<file path="config.mk">
export PLATFORM = sky130hd
export DESIGN_NAME = alu_seq
export DESIGN_NICKNAME = d
export VERILOG_FILES = /design/src/rtl/alu_pkg.sv /design/src/rtl/alu_addsub.sv /design/src/rtl/alu_seq.sv
export SDC_FILE = /design/constraint.sdc
export NUM_CORES = 1
export LEC_CHECK = 0
export BUFFER_PORTS_ARGS = -buffer_cell sky130_fd_sc_hd__clkbuf_2
export CAP_MARGIN = 20
export CORE_ASPECT_RATIO = 1.75
export CORE_UTILIZATION = 40
export CTS_CLUSTER_SIZE = 20
export DETAILED_ROUTE_END_ITERATION = 8
export SETUP_SLACK_MARGIN = 0.1
export SYNTH_ARGS = -nofsm -noshare
export SYNTH_HDL_FRONTEND = slang
export SYNTH_SLANG_ARGS = --single-unit
</file>
<file path="constraint.sdc">
create_clock -name clk -period 11 [get_ports clk]
set_clock_uncertainty 0.15 [all_clocks]
set_input_delay 2.75 -clock clk [delete_from_list [all_inputs] [get_ports clk]]
set_output_delay 2.75 -clock clk [all_outputs]
set_load 0.01 [all_outputs]
</file>
<file path="src/rtl/alu_pkg.sv">
// Shared types for the sequential ALU: op codes, FSM states and op width.
package alu_pkg;

   localparam int OP_W = 3;

   typedef enum logic [OP_W-1:0] {
      ADD = 3'b000,
      SUB = 3'b001,
      AND = 3'b010,
      OR  = 3'b011,
      XOR = 3'b100,
      SHL = 3'b101,
      SHR = 3'b110,
      MUL = 3'b111
   } alu_op_t;

   typedef enum logic [1:0] {
      IDLE = 2'd0,
      BUSY = 2'd1,
      DONE = 2'd2
   } alu_state_t;

endpackage

</file>
<file path="src/rtl/alu_addsub.sv">
// WIDTH-bit adder/subtractor: m=1 computes x + ~y + 1, with carry-out and signed overflow.
module alu_addsub #(
   parameter int WIDTH = 8
) (
   input  logic [WIDTH-1:0] x,
   input  logic [WIDTH-1:0] y,
   input  logic             m,
   output logic [WIDTH-1:0] sum,
   output logic             cout,
   output logic             ovf
);

   logic [WIDTH-1:0] y_eff;
   logic [WIDTH:0]   full;

   assign y_eff = y ^ {WIDTH{m}};
   assign full  = {1'b0, x} + {1'b0, y_eff} + {{WIDTH{1'b0}}, m};
   assign sum   = full[WIDTH-1:0];
   assign cout  = full[WIDTH];
   assign ovf   = (x[WIDTH-1] == y_eff[WIDTH-1]) && (sum[WIDTH-1] != x[WIDTH-1]);

endmodule

</file>
<file path="src/rtl/alu_seq.sv">
// Registered ALU with valid/ready on both sides; shifts and multiply iterate one bit per cycle.
// Handshake: an op is taken on a rising edge with in_valid && in_ready; a result is released on a rising edge with out_valid && out_ready.
module alu_seq
   import alu_pkg::*;
#(
   parameter int WIDTH = 8
) (
   input  logic             clk,
   input  logic             rst_n,
   input  logic             in_valid,
   output logic             in_ready,
   input  logic [WIDTH-1:0] a,
   input  logic [WIDTH-1:0] b,
   input  logic [OP_W-1:0]  op,
   output logic             out_valid,
   input  logic             out_ready,
   output logic [WIDTH-1:0] result,
   output logic             flag_zero,
   output logic             flag_carry,
   output logic             flag_ovf,
   output logic             flag_neg,
   output logic             busy
);

   localparam int CNT_W = $clog2(WIDTH + 1);
   localparam logic [WIDTH-1:0] W_B   = WIDTH'(WIDTH);
   localparam logic [CNT_W-1:0] W_C   = CNT_W'(WIDTH);
   localparam logic [CNT_W-1:0] ONE_C = CNT_W'(1);

   alu_state_t       state_q, state_d;
   alu_op_t          op_q, op_d;
   logic [WIDTH-1:0] a_q, a_d, b_q, b_d, res_q, res_d;
   logic [CNT_W-1:0] cnt_q, cnt_d;
   logic             carry_q, carry_d, ovf_q, ovf_d, lost_q, lost_d;

   logic             idle, done;
   alu_op_t          op_s;
   logic [WIDTH-1:0] a_s, b_s, acc_s, sh_src, as_x, as_y, as_sum;
   logic             as_m, as_cout, as_ovf, carry_s, lost_s;
   logic [WIDTH-1:0] step_res, step_a, step_b, n_full;
   logic             step_c, step_lost;
   logic [CNT_W-1:0] n;

   // In IDLE the step operands come straight from the ports, so the accept
   // cycle already performs the first iteration of a shift or multiply.
   assign idle    = (state_q == IDLE);
   assign done    = (state_q == DONE);
   assign op_s    = idle ? alu_op_t'(op) : op_q;
   assign a_s     = idle ? a : a_q;
   assign b_s     = idle ? b : b_q;
   assign acc_s   = idle ? '0 : res_q;
   assign sh_src  = idle ? a : res_q;
   assign carry_s = idle ? 1'b0 : carry_q;
   assign lost_s  = idle ? 1'b0 : lost_q;
   assign n_full  = (b >= W_B) ? W_B : b;
   assign n       = CNT_W'(n_full);

   assign as_x = (op_s == MUL) ? acc_s : a_s;
   assign as_y = (op_s == MUL) ? a_s : b_s;
   assign as_m = (op_s == SUB);

   alu_addsub #(.WIDTH(WIDTH)) u_addsub (
      .x    (as_x),
      .y    (as_y),
      .m    (as_m),
      .sum  (as_sum),
      .cout (as_cout),
      .ovf  (as_ovf)
   );

   // lost tracks multiplicand bits shifted past the top; adding such a
   // truncated partial product means the true product exceeds WIDTH bits.
   always_comb begin
      step_res  = acc_s;
      step_c    = carry_s;
      step_a    = {a_s[WIDTH-2:0], 1'b0};
      step_b    = {1'b0, b_s[WIDTH-1:1]};
      step_lost = lost_s | a_s[WIDTH-1];
      case (op_s)
         SHL: begin
            step_res = {sh_src[WIDTH-2:0], 1'b0};
            step_c   = sh_src[WIDTH-1];
         end
         SHR: begin
            step_res = {1'b0, sh_src[WIDTH-1:1]};
            step_c   = sh_src[0];
         end
         MUL: begin
            if (b_s[0]) begin
               step_res = as_sum;
               step_c   = carry_s | as_cout | lost_s;
            end
         end
         default: ;
      endcase
   end

   always_comb begin
      state_d = state_q;
      op_d    = op_q;
      a_d     = a_q;
      b_d     = b_q;
      cnt_d   = cnt_q;
      res_d   = res_q;
      carry_d = carry_q;
      ovf_d   = ovf_q;
      lost_d  = lost_q;
      case (state_q)
         IDLE: begin
            if (in_valid) begin
               op_d    = op_s;
               a_d     = a;
               b_d     = b;
               carry_d = 1'b0;
               ovf_d   = 1'b0;
               lost_d  = 1'b0;
               state_d = DONE;
               case (op_s)
                  ADD, SUB: begin
                     res_d   = as_sum;
                     carry_d = as_cout;
                     ovf_d   = as_ovf;
                  end
                  AND: res_d = a & b;
                  OR:  res_d = a | b;
                  XOR: res_d = a ^ b;
                  SHL, SHR: begin
                     if (n == '0) begin
                        res_d = a;
                     end else begin
                        res_d   = step_res;
                        carry_d = step_c;
                        if (n != ONE_C) begin
                           cnt_d   = n - ONE_C;
                           state_d = BUSY;
                        end
                     end
                  end
                  MUL: begin
                     res_d   = step_res;
                     carry_d = step_c;
                     a_d     = step_a;
                     b_d     = step_b;
                     lost_d  = step_lost;
                     cnt_d   = W_C - ONE_C;
                     state_d = BUSY;
                  end
                  default: ;
               endcase
            end
         end
         BUSY: begin
            res_d   = step_res;
            carry_d = step_c;
            if (op_q == MUL) begin
               a_d    = step_a;
               b_d    = step_b;
               lost_d = step_lost;
            end
            if (cnt_q == ONE_C) begin
               state_d = DONE;
            end else begin
               cnt_d = cnt_q - ONE_C;
            end
         end
         DONE: begin
            if (out_ready) state_d = IDLE;
         end
         default: state_d = IDLE;
      endcase
   end

   always_ff @(posedge clk or negedge rst_n) begin
      if (!rst_n) begin
         state_q <= IDLE;
         op_q    <= ADD;
         a_q     <= '0;
         b_q     <= '0;
         cnt_q   <= '0;
         res_q   <= '0;
         carry_q <= 1'b0;
         ovf_q   <= 1'b0;
         lost_q  <= 1'b0;
      end else begin
         state_q <= state_d;
         op_q    <= op_d;
         a_q     <= a_d;
         b_q     <= b_d;
         cnt_q   <= cnt_d;
         res_q   <= res_d;
         carry_q <= carry_d;
         ovf_q   <= ovf_d;
         lost_q  <= lost_d;
      end
   end

   // Outputs are gated by DONE so intermediate iteration values never show.
   assign in_ready   = idle;
   assign out_valid  = done;
   assign busy       = (state_q == BUSY);
   assign result     = done ? res_q : '0;
   assign flag_zero  = done && (res_q == '0);
   assign flag_carry = done && carry_q;
   assign flag_ovf   = done && ovf_q;
   assign flag_neg   = done && res_q[WIDTH-1];

endmodule
</file>
==> impl_metrics.env, run 1 <==
export IMPL_hold_viol=0
export IMPL_crit_buf_inv=2
export IMPL_clockBufferDepth=2
export IMPL_first_global_vias=4339
export IMPL_seq_area_frac_synth_pct=21.6
export IMPL_post_cts_resized=0
export IMPL_grt_total_usage_pct=29.4
export IMPL_final_cell_count_no_fill=700
export IMPL_yosys_register_bits=36
export IMPL_whs_ns=0.325
export IMPL_vias=4406
export IMPL_rsz0062_at_grt="false"
export IMPL_syn_area_per_cell_um2=7.53
export IMPL_synth_common_cells="61 x nand2_1, 54 x o21ai_0, 52 x nor2_1, 44 x a21oi_1, 36 x dfrtp_1"
export IMPL_syn_inst=555
export IMPL_antenna_found_initial=0
export IMPL_routedWlPerCell_um=21.8
export IMPL_arrival_ns=6.40
export IMPL_crit_fanout=7
export IMPL_worst_path_max_delay_cell="or4_1"
export IMPL_ys_flop_type="dfrtp_1"
export IMPL_dieArea_mm2=0.0109
export IMPL_cpPeakStageDelay_ns=0.53
export IMPL_die_height_um=137
export IMPL_synth_area_top_cells="dfrtp_1 22%, ha_1 8.1%, o21ai_0 6.5%, mux2i_1 6.2%, nand2_1 5.5%"
export IMPL_async_flop_share_pct=100
export IMPL_drv_cap=0
export IMPL_synth_largest_area_cell="dfrtp_1"
export IMPL_start_util_pct=40.8
export IMPL_syn_num_nets=606
export IMPL_max_freq_mhz=157
export IMPL_synth_most_common_cell="nand2_1"
export IMPL_postCtsSetupBuffers=0
export IMPL_dp_cells=691
export IMPL_ant_nets=0
export IMPL_antenna_cells=0
export IMPL_critPathTopFamily="compound AO/OA/AOI/OAI gates"
export IMPL_drt_pass1_iterations=5
export IMPL_cts_clk_slew_worst_paths_ns=0.06
export IMPL_syn_cell_area_mm2=0.00418
export IMPL_viasPerCell=6.29
export IMPL_cts_hold_fix_buffers=0
export IMPL_relSlewSlack_pct=35.9
export IMPL_crit_path_end_kind="flop"
export IMPL_cts_buffers=5
export IMPL_yosysWarnings=0
export IMPL_fin_util_pct=45.2
export IMPL_critical_path_cell_chain="clkbuf_2 > or4_1 > o31a_1 > nor2_2 > xor2_1 > inv_1 > fa_1 > nor2b_1 > o21ai_0 > a21oi_1 > o31a_1 > o32a_1 > nor2_1 > o31a_1 > a311o_1"
export IMPL_gr_total_overflow=0
export IMPL_setup_viol=0
export IMPL_hold_path_class="flop to flop"
export IMPL_yosys_area_top_type_share_pct=21.6
export IMPL_slew_viol_final=0
export IMPL_min_period_ns=6.38
export IMPL_rows=49
export IMPL_wl_um=15200
export IMPL_nets=623
export IMPL_cp_required_ns=11.02
export IMPL_grt_max_degree=37
export IMPL_area_growth_pct=10.6
export IMPL_path_class="input port to flop"
export IMPL_io_buffers=37
export IMPL_drt_first_iter_violations=453
export IMPL_boundaryPins=38
export IMPL_drcViolationCount=0
export IMPL_crit_path_start_kind="input port"
export IMPL_clock_sinks=36
export IMPL_status="finished, final reports clean"
export IMPL_tightest_slew_ns=0.959
export IMPL_fin_setup_tns_ns=0
export IMPL_die_x_um=79.3
export IMPL_clock_root_buffer="clkbuf_16"
export IMPL_synth_edf_count=0
export IMPL_fin_crit_sh_pct=58.0
export IMPL_dp_hpwl_um=11500
export IMPL_critPathMostFrequentCell="o31a_1"
export IMPL_coreArea_mm2=0.0102
export IMPL_grt_pass1_wl_um=24000
export IMPL_drive_above_1_share_pct=13.8
export IMPL_cts_tree="done"
export IMPL_synth_distinct_cells=78
export IMPL_fillCellCount=1027
export IMPL_routabilityCongestion=0.946
export IMPL_ctsHtreeMaxLevel=2
export IMPL_insertion_delay_ns=0.28
==> final timing paths <==
check,from,to,slack (ns),cells after the start
hold reg to reg,ovf_q$_DFFE_PN0P_,ovf_q$_DFFE_PN0P_,0.33,2
setup reg to reg,state_q[1]$_DFFE_PN0P_,res_q[6]$_DFFE_PN0P_,5.85,16
max in group asynchronous,rst_n,b_q[5]$_DFFE_PN0P_,7.95,2
hold / removal,ovf_q$_DFFE_PN0P_,ovf_q$_DFFE_PN0P_,0.33,2
min in group asynchronous,rst_n,cnt_q[2]$_DFFE_PN0P_,2.27,1
setup / recovery,op[1],res_q[6]$_DFFE_PN0P_,4.62,15
==> layout by cell type (no fill, tap or decap), types with 6 or more instances in the layout <==
cell type / netlist / layout
o22ai_1: 14 / 13
a22oi_1: 10 / 10
o221ai_1: 6 / 6
o21ai_0: 54 / 54
dfrtp_1: 36 / 36
nand3_1: 7 / 7
a21oi_1: 44 / 44
inv_1: 32 / 32
mux2i_1: 26 / 26
nor2_1: 52 / 52
and2_1: 14 / 14
o211ai_1: 7 / 7
nand2_1: 61 / 61
clkbuf_2: 0 / 37
ha_1: 27 / 27
a31oi_1: 7 / 7
xor2_1: 9 / 9
nor3_1: 6 / 6
==> metrics by stage <==
stage,instance area [um2],worst slack (ns)
floorplan,4180,4.71
global placement,4410,4.50
detailed placement,4410,4.41
CTS,4600,4.69
global route,4620,4.31
finish,4620,4.62
==> logic make-up (layout without fill, tap and decap cells) <==
group	Yosys count	in the layout	share of synthesized area, %
AO/OA/AOI/OAI	200	200	32.1
XOR/XNOR	12	12	2.51
adder cells (fa/ha/maj)	28	28	8.56
buffers and inverters	67	85	6.73
flip-flops	36	36	21.6
multiplexers	28	28	7.03
AND/OR/NAND/NOR	184	184	21.5
==> tightest hold or removal path: cells and delay by family (launching register included) <==
kind | cells | cell delay (ns)
AOI/OAI and AO/OA | 1 | 0.05
DFF | 1 | 0.33
and+or+nand+nor | 1 | 0.06
==> routing by layer <==
layer  up-vias  track usage, %  wire [um]
met5         -               0          0
met4         0            16.1        892
met3        59            3.18        695
met2       186            51.8       7690
met1      2100            34.2       5950
li1       2061               -          -
==> cell type report <==
cell class,instances,area (um2),share of cell area [%]
multi-input combinational,452,3000,65.0
sequential,36,901,19.5
timing repair buffer,43,250,5.41
tap,127,159,3.44
clock buffer,7,153,3.30
inverter,34,128,2.76
clock inverter,1,30.0,0.649
==> sequential cells by signal (all words and copies together) (netlist names), 2 cells and up <==
name / flops
op_q: 3
state_q: 2
cnt_q: 4
res_q: 8
a_q: 8
b_q: 8
Power of run 1 is left out: the tool's default activity adds up to more than one toggle a clock period on the data nets, which glitch-free logic cannot reach.
==> run 2, diff against run 1 <==
==> constraint.sdc (replaced) <==
create_clock -name clk -period 6.53 [get_ports clk]
set_clock_uncertainty 0.15 [all_clocks]
set_input_delay 1.6325 -clock clk [delete_from_list [all_inputs] [get_ports clk]]
set_output_delay 1.6325 -clock clk [all_outputs]
set_load 0.01 [all_outputs]
==> run 2 against run 1 <==
Register-to-register slack got worse by 4.0 ns; core utilization decreased by 0.53 points; critical path depth unchanged; worst hold slack got worse by 0.0059 ns; routed wire length decreased by 4.2%; first-iteration DRC count increased by 3.3%; flip-flop and latch count unchanged; global-route usage decreased by 1.2 points; clock-buffer cell count decreased by 1; via count decreased by 0.20%; die area unchanged; highest routed layer unchanged.
==> impl_metrics.env, run 2 (synthesis results as in run 1) <==
export IMPL_status="finished, final reports clean"
export IMPL_dp_hpwl_um=11000
export IMPL_ctsHtreeMaxLevel=2
export IMPL_grt_total_usage_pct=28.2
export IMPL_arrival_ns=5.28
export IMPL_first_global_vias=4175
export IMPL_viasPerCell=6.27
export IMPL_r2r_end="res_q[6]$_DFFE_PN0P_"
export IMPL_wl_um=14600
export IMPL_r2r_start="state_q[0]$_DFFE_PN0P_"
export IMPL_coreArea_mm2=0.0102
export IMPL_layout_common_cells="61 x nand2_1, 54 x o21ai_0, 52 x nor2_1"
export IMPL_worst_path_max_delay_cell="or4_1"
export IMPL_grt_max_degree=37
export IMPL_crit_fanout=7
export IMPL_dp_cells=694
export IMPL_critPathTopFamily="compound AO/OA/AOI/OAI gates"
export IMPL_nets=625
export IMPL_io_buffers=37
export IMPL_antenna_found_initial=0
export IMPL_critPathMostFrequentCell="o31a_1"
export IMPL_insertion_delay_ns=0.29
export IMPL_crit_buf_inv=2
export IMPL_crit_path_start="op[1]"
export IMPL_crit_path_end_kind="flop"
export IMPL_drcViolationCount=0
export IMPL_tightest_slew_ns=1.00
export IMPL_drv_cap=0
export IMPL_routedWlPerCell_um=20.8
export IMPL_area_growth_pct=9.34
export IMPL_boundaryPins=38
export IMPL_min_period_ns=5.26
export IMPL_routabilityCongestion=0.937
export IMPL_dieArea_mm2=0.0109
export IMPL_rsz0062_at_grt="false"
export IMPL_die_height_um=137
export IMPL_setup_ws_ns=1.27
export IMPL_ant_nets=0
export IMPL_drt_pass1_iterations=5
export IMPL_gr_total_overflow=0
export IMPL_slew_viol_final=0
export IMPL_start_util_pct=40.8
export IMPL_path_class="input port to flop"
export IMPL_grt_pass1_wl_um=22800
export IMPL_crit_path_start_kind="input port"
export IMPL_cts_buffers=5
export IMPL_crit_cells=15
export IMPL_post_cts_resized=0
export IMPL_cts_clk_slew_worst_paths_ns=0.06
export IMPL_max_freq_mhz=190
export IMPL_layout_commonest_cell="nand2_1"
export IMPL_antenna_cells=0
export IMPL_hold_path_class="flop to flop"
export IMPL_setup_viol=0
export IMPL_fillCellCount=1068
export IMPL_cts_hold_fix_buffers=0
export IMPL_min_from="ovf_q$_DFFE_PN0P_"
export IMPL_clock_root_buffer="clkbuf_16"
export IMPL_rows=49
export IMPL_post_place_ws_ns=1.05
export IMPL_timing_critical_path_to="res_q[6]$_DFFE_PN0P_"
export IMPL_hold_viol=0
export IMPL_fin_setup_tns_ns=0
export IMPL_cpPeakStageDelay_ns=0.52
export IMPL_cp_required_ns=6.55
export IMPL_critical_path_cell_chain="clkbuf_2 > or4_1 > o31a_1 > nor2_2 > xor2_1 > inv_1 > fa_1 > nor2b_1 > o21ai_0 > a21oi_1 > o31a_1 > o32a_1 > nor2_1 > o31a_1 > a311o_1"
export IMPL_r2r_cells=16
export IMPL_fin_crit_sh_pct=80.6
export IMPL_postCtsSetupBuffers=0
export IMPL_drt_first_iter_violations=468
export IMPL_final_cell_count_no_fill=701
export IMPL_clockBufferDepth=2
export IMPL_clock_sinks=36
export IMPL_relSlewSlack_pct=33.3
export IMPL_cts_tree="done"
export IMPL_vias=4397
export IMPL_drive_above_1_share_pct=13.8
export IMPL_r2r_slack_ns=1.89
export IMPL_largestRegisters="a_q x8, b_q x8, res_q x8"
export IMPL_die_x_um=79.3
==> run 2: cell types whose count changed in the layout (fill, tap and decap cells not counted), sizes merged <==
cell,previous run,this run
buf,6,8
bufinv,1,0
clkbuf,44,43
clkinv,1,2
==> run 2: stage by stage <==
stage	util (%)	instance area, um2	hold WS (ns)
finish	44.6	4570	0.320
global route	44.6	4570	0.355
CTS	44.6	4570	0.320
detailed placement	43.3	4440	0.302
global placement	43.3	4440	0.313
floorplan	-	4180	0.290
==> run 2: worst min-delay path by stage <==
stage | end | cells past startpoint
global placement | ovf_q$_DFFE_PN0P_ | 2
CTS | ovf_q$_DFFE_PN0P_ | 2
global route | ovf_q$_DFFE_PN0P_ | 2
detailed placement | ovf_q$_DFFE_PN0P_ | 2
finish | ovf_q$_DFFE_PN0P_ | 2
floorplan | ovf_q$_DFFE_PN0P_ | 2
==> run 2: metal layers <==
| metal | vias to the layer above | global-route usage [%] | routed length, um |
|---|---|---|---|
| li1 | 2062 | - | - |
| met1 | 2113 | 32.7 | 5830 |
| met2 | 173 | 49.2 | 7290 |
| met3 | 49 | 3.44 | 673 |
| met4 | 0 | 16.3 | 793 |
| met5 | - | 0 | 0 |
==> run 2: worst min-delay path, cell delays in order, from the launching register on <==
cell and delay, ns:
dfrtp_1 0.33, nand2_1 0.06, o41ai_2 0.05
==> run 2: layout make-up <==
cell class | count | area (um2) | area share, %
clock inverter | 1 | 5.00 | 0.109
clock buffer | 6 | 129 | 2.82
sequential | 36 | 901 | 19.7
inverter | 34 | 128 | 2.79
multi-input combinational | 452 | 3000 | 65.7
timing repair buffer | 45 | 245 | 5.37
tap | 127 | 159 | 3.48
Power of run 2 is left out for the same reason.
==> run 3, diff against run 2 <==
==> constraint.sdc (replaced) <==
create_clock -name clk -period 4.9 [get_ports clk]
set_clock_uncertainty 0.15 [all_clocks]
set_input_delay 1.225 -clock clk [delete_from_list [all_inputs] [get_ports clk]]
set_output_delay 1.225 -clock clk [all_outputs]
set_load 0.01 [all_outputs]
==> run 3 against run 2 <==
Non-clock buffer count grew 16; final area is 3.2% higher; critical path depth unchanged; core utilization rose by 1.4 points; register-to-register slack worse by 1.2 ns; highest routed layer unchanged.
==> impl_metrics.env, run 3 (synthesis results as in run 1) <==
export IMPL_fin_crit_sh_pct=92.5
export IMPL_antenna_found_initial=0
export IMPL_gr_total_overflow=0
export IMPL_cp_required_ns=4.92
export IMPL_clock_root_buffer="clkbuf_16"
export IMPL_crit_path_end_kind="flop"
export IMPL_grt_total_usage_pct=29.5
export IMPL_antenna_cells=0
export IMPL_boundaryPins=38
export IMPL_r2r_start="state_q[0]$_DFFE_PN0P_"
export IMPL_cts_buffers=5
export IMPL_cts_tree="done"
export IMPL_slew_viol_final=0
export IMPL_die_height_um=137
export IMPL_drt_pass1_iterations=5
export IMPL_layout_commonest_cell="nand2_1"
export IMPL_coreArea_mm2=0.0102
export IMPL_clock_sinks=36
export IMPL_drive_above_1_share_pct=16.3
export IMPL_rsz0062_at_grt="false"
export IMPL_tightest_slew_ns=0.970
export IMPL_area_growth_pct=12.8
export IMPL_r2r_end="res_q[7]$_DFFE_PN0P_"
export IMPL_viasPerCell=6.25
export IMPL_min_from="ovf_q$_DFFE_PN0P_"
export IMPL_min_period_ns=4.53
export IMPL_r2r_slack_ns=0.74
export IMPL_routabilityCongestion=0.968
export IMPL_drcViolationCount=0
export IMPL_start_util_pct=40.8
export IMPL_wl_um=15400
export IMPL_grt_pass1_wl_um=23900
export IMPL_hold_end="ovf_q$_DFFE_PN0P_"
export IMPL_ant_nets=0
export IMPL_drv_cap=0
export IMPL_crit_fanout=10
export IMPL_hold_path_class="flop to flop"
export IMPL_dieArea_mm2=0.0109
export IMPL_vias=4482
export IMPL_largestRegisters="a_q x8, b_q x8, res_q x8"
export IMPL_setup_viol=0
export IMPL_grt_max_degree=37
export IMPL_r2r_cells=15
export IMPL_holdPathStages=2
export IMPL_layout_common_cells="61 x nand2_1, 54 x o21ai_0, 52 x nor2_1"
export IMPL_relSlewSlack_pct=35.2
export IMPL_dp_hpwl_um=12000
export IMPL_first_global_vias=4327
export IMPL_nets=641
export IMPL_hold_viol=0
export IMPL_io_buffers=37
export IMPL_ctsHtreeMaxLevel=2
export IMPL_insertion_delay_ns=0.29
export IMPL_max_freq_mhz=221
export IMPL_fin_setup_tns_ns=0
export IMPL_cts_clk_slew_worst_paths_ns=0.06
export IMPL_routedWlPerCell_um=21.5
export IMPL_crit_path_start_kind="input port"
export IMPL_status="finished, final reports clean"
export IMPL_path_class="input port to flop"
export IMPL_die_x_um=79.3
export IMPL_rows=49
export IMPL_arrival_ns=4.55
export IMPL_clockBufferDepth=2
export IMPL_fin_util_pct=46.1
export IMPL_drt_first_iter_violations=379
[run 3: worst max-delay path, stage by stage]
cell      delay [ns]
clkbuf_2        0.13
and4bb_2        0.27
o22ai_2         0.27
buf_4           0.25
mux2i_1         0.23
xor2_1          0.18
ha_1            0.29
a21oi_1         0.19
o21ai_0         0.11
a21oi_1         0.29
o31ai_4         0.14
or2_1           0.28
o41ai_1         0.28
o31ai_1         0.13
a221o_1         0.27
[run 3: worst max path at each step]
stage                     slack [ns]              endpoint  cells past startpoint   from
after floorplan                 0.13  res_q[7]$_DFFE_PN0P_                     16  op[2]
after global placement          0.18  res_q[7]$_DFFE_PN0P_                     15  op[0]
after detailed placement         0.1  res_q[7]$_DFFE_PN0P_                     15  op[0]
after CTS                       0.35  res_q[7]$_DFFE_PN0P_                     15  op[0]
after global routing            0.15  res_q[7]$_DFFE_PN0P_                     15  op[1]
final                           0.37  res_q[7]$_DFFE_PN0P_                     15  op[1]
[run 3: final cells by class]
class | count | area (um2)
Multi-Input combinational cell | 452 | 3010
Timing Repair Buffer | 61 | 385
Tap cell | 127 | 159
Fill cell | 1050 | 5520
Sequential cell | 36 | 901
Clock buffer | 6 | 129
Clock inverter | 1 | 5.00
Inverter | 34 | 128
[run 3: metrics by stage]
stage | worst slack, ns | hold WS, ns | cells | cell area [um2]
after floorplan | 0.133 | 0.290 | 555 | 4180
after global placement | 0.183 | 0.313 | 709 | 4550
after detailed placement | 0.0961 | 0.316 | 709 | 4550
after CTS | 0.350 | 0.335 | 716 | 4680
after global routing | 0.145 | 0.377 | 717 | 4720
final | 0.368 | 0.332 | 717 | 4720
[run 3: what timing repair did]
item / CTS / global route
setup endpoints to repair: 0 / 1
hold buffers: 0 / 0
setup buffers: 0 / 0
resized for setup: 0 / 1
[run 3: per-layer routing]
layer  GRT usage [%]  share of wire [%]
met1            33.4                 38
met2            51.8                 51
met3            3.44                4.5
met4            18.6                6.1
met5               0                  0
Power of run 3 is left out for the same reason.
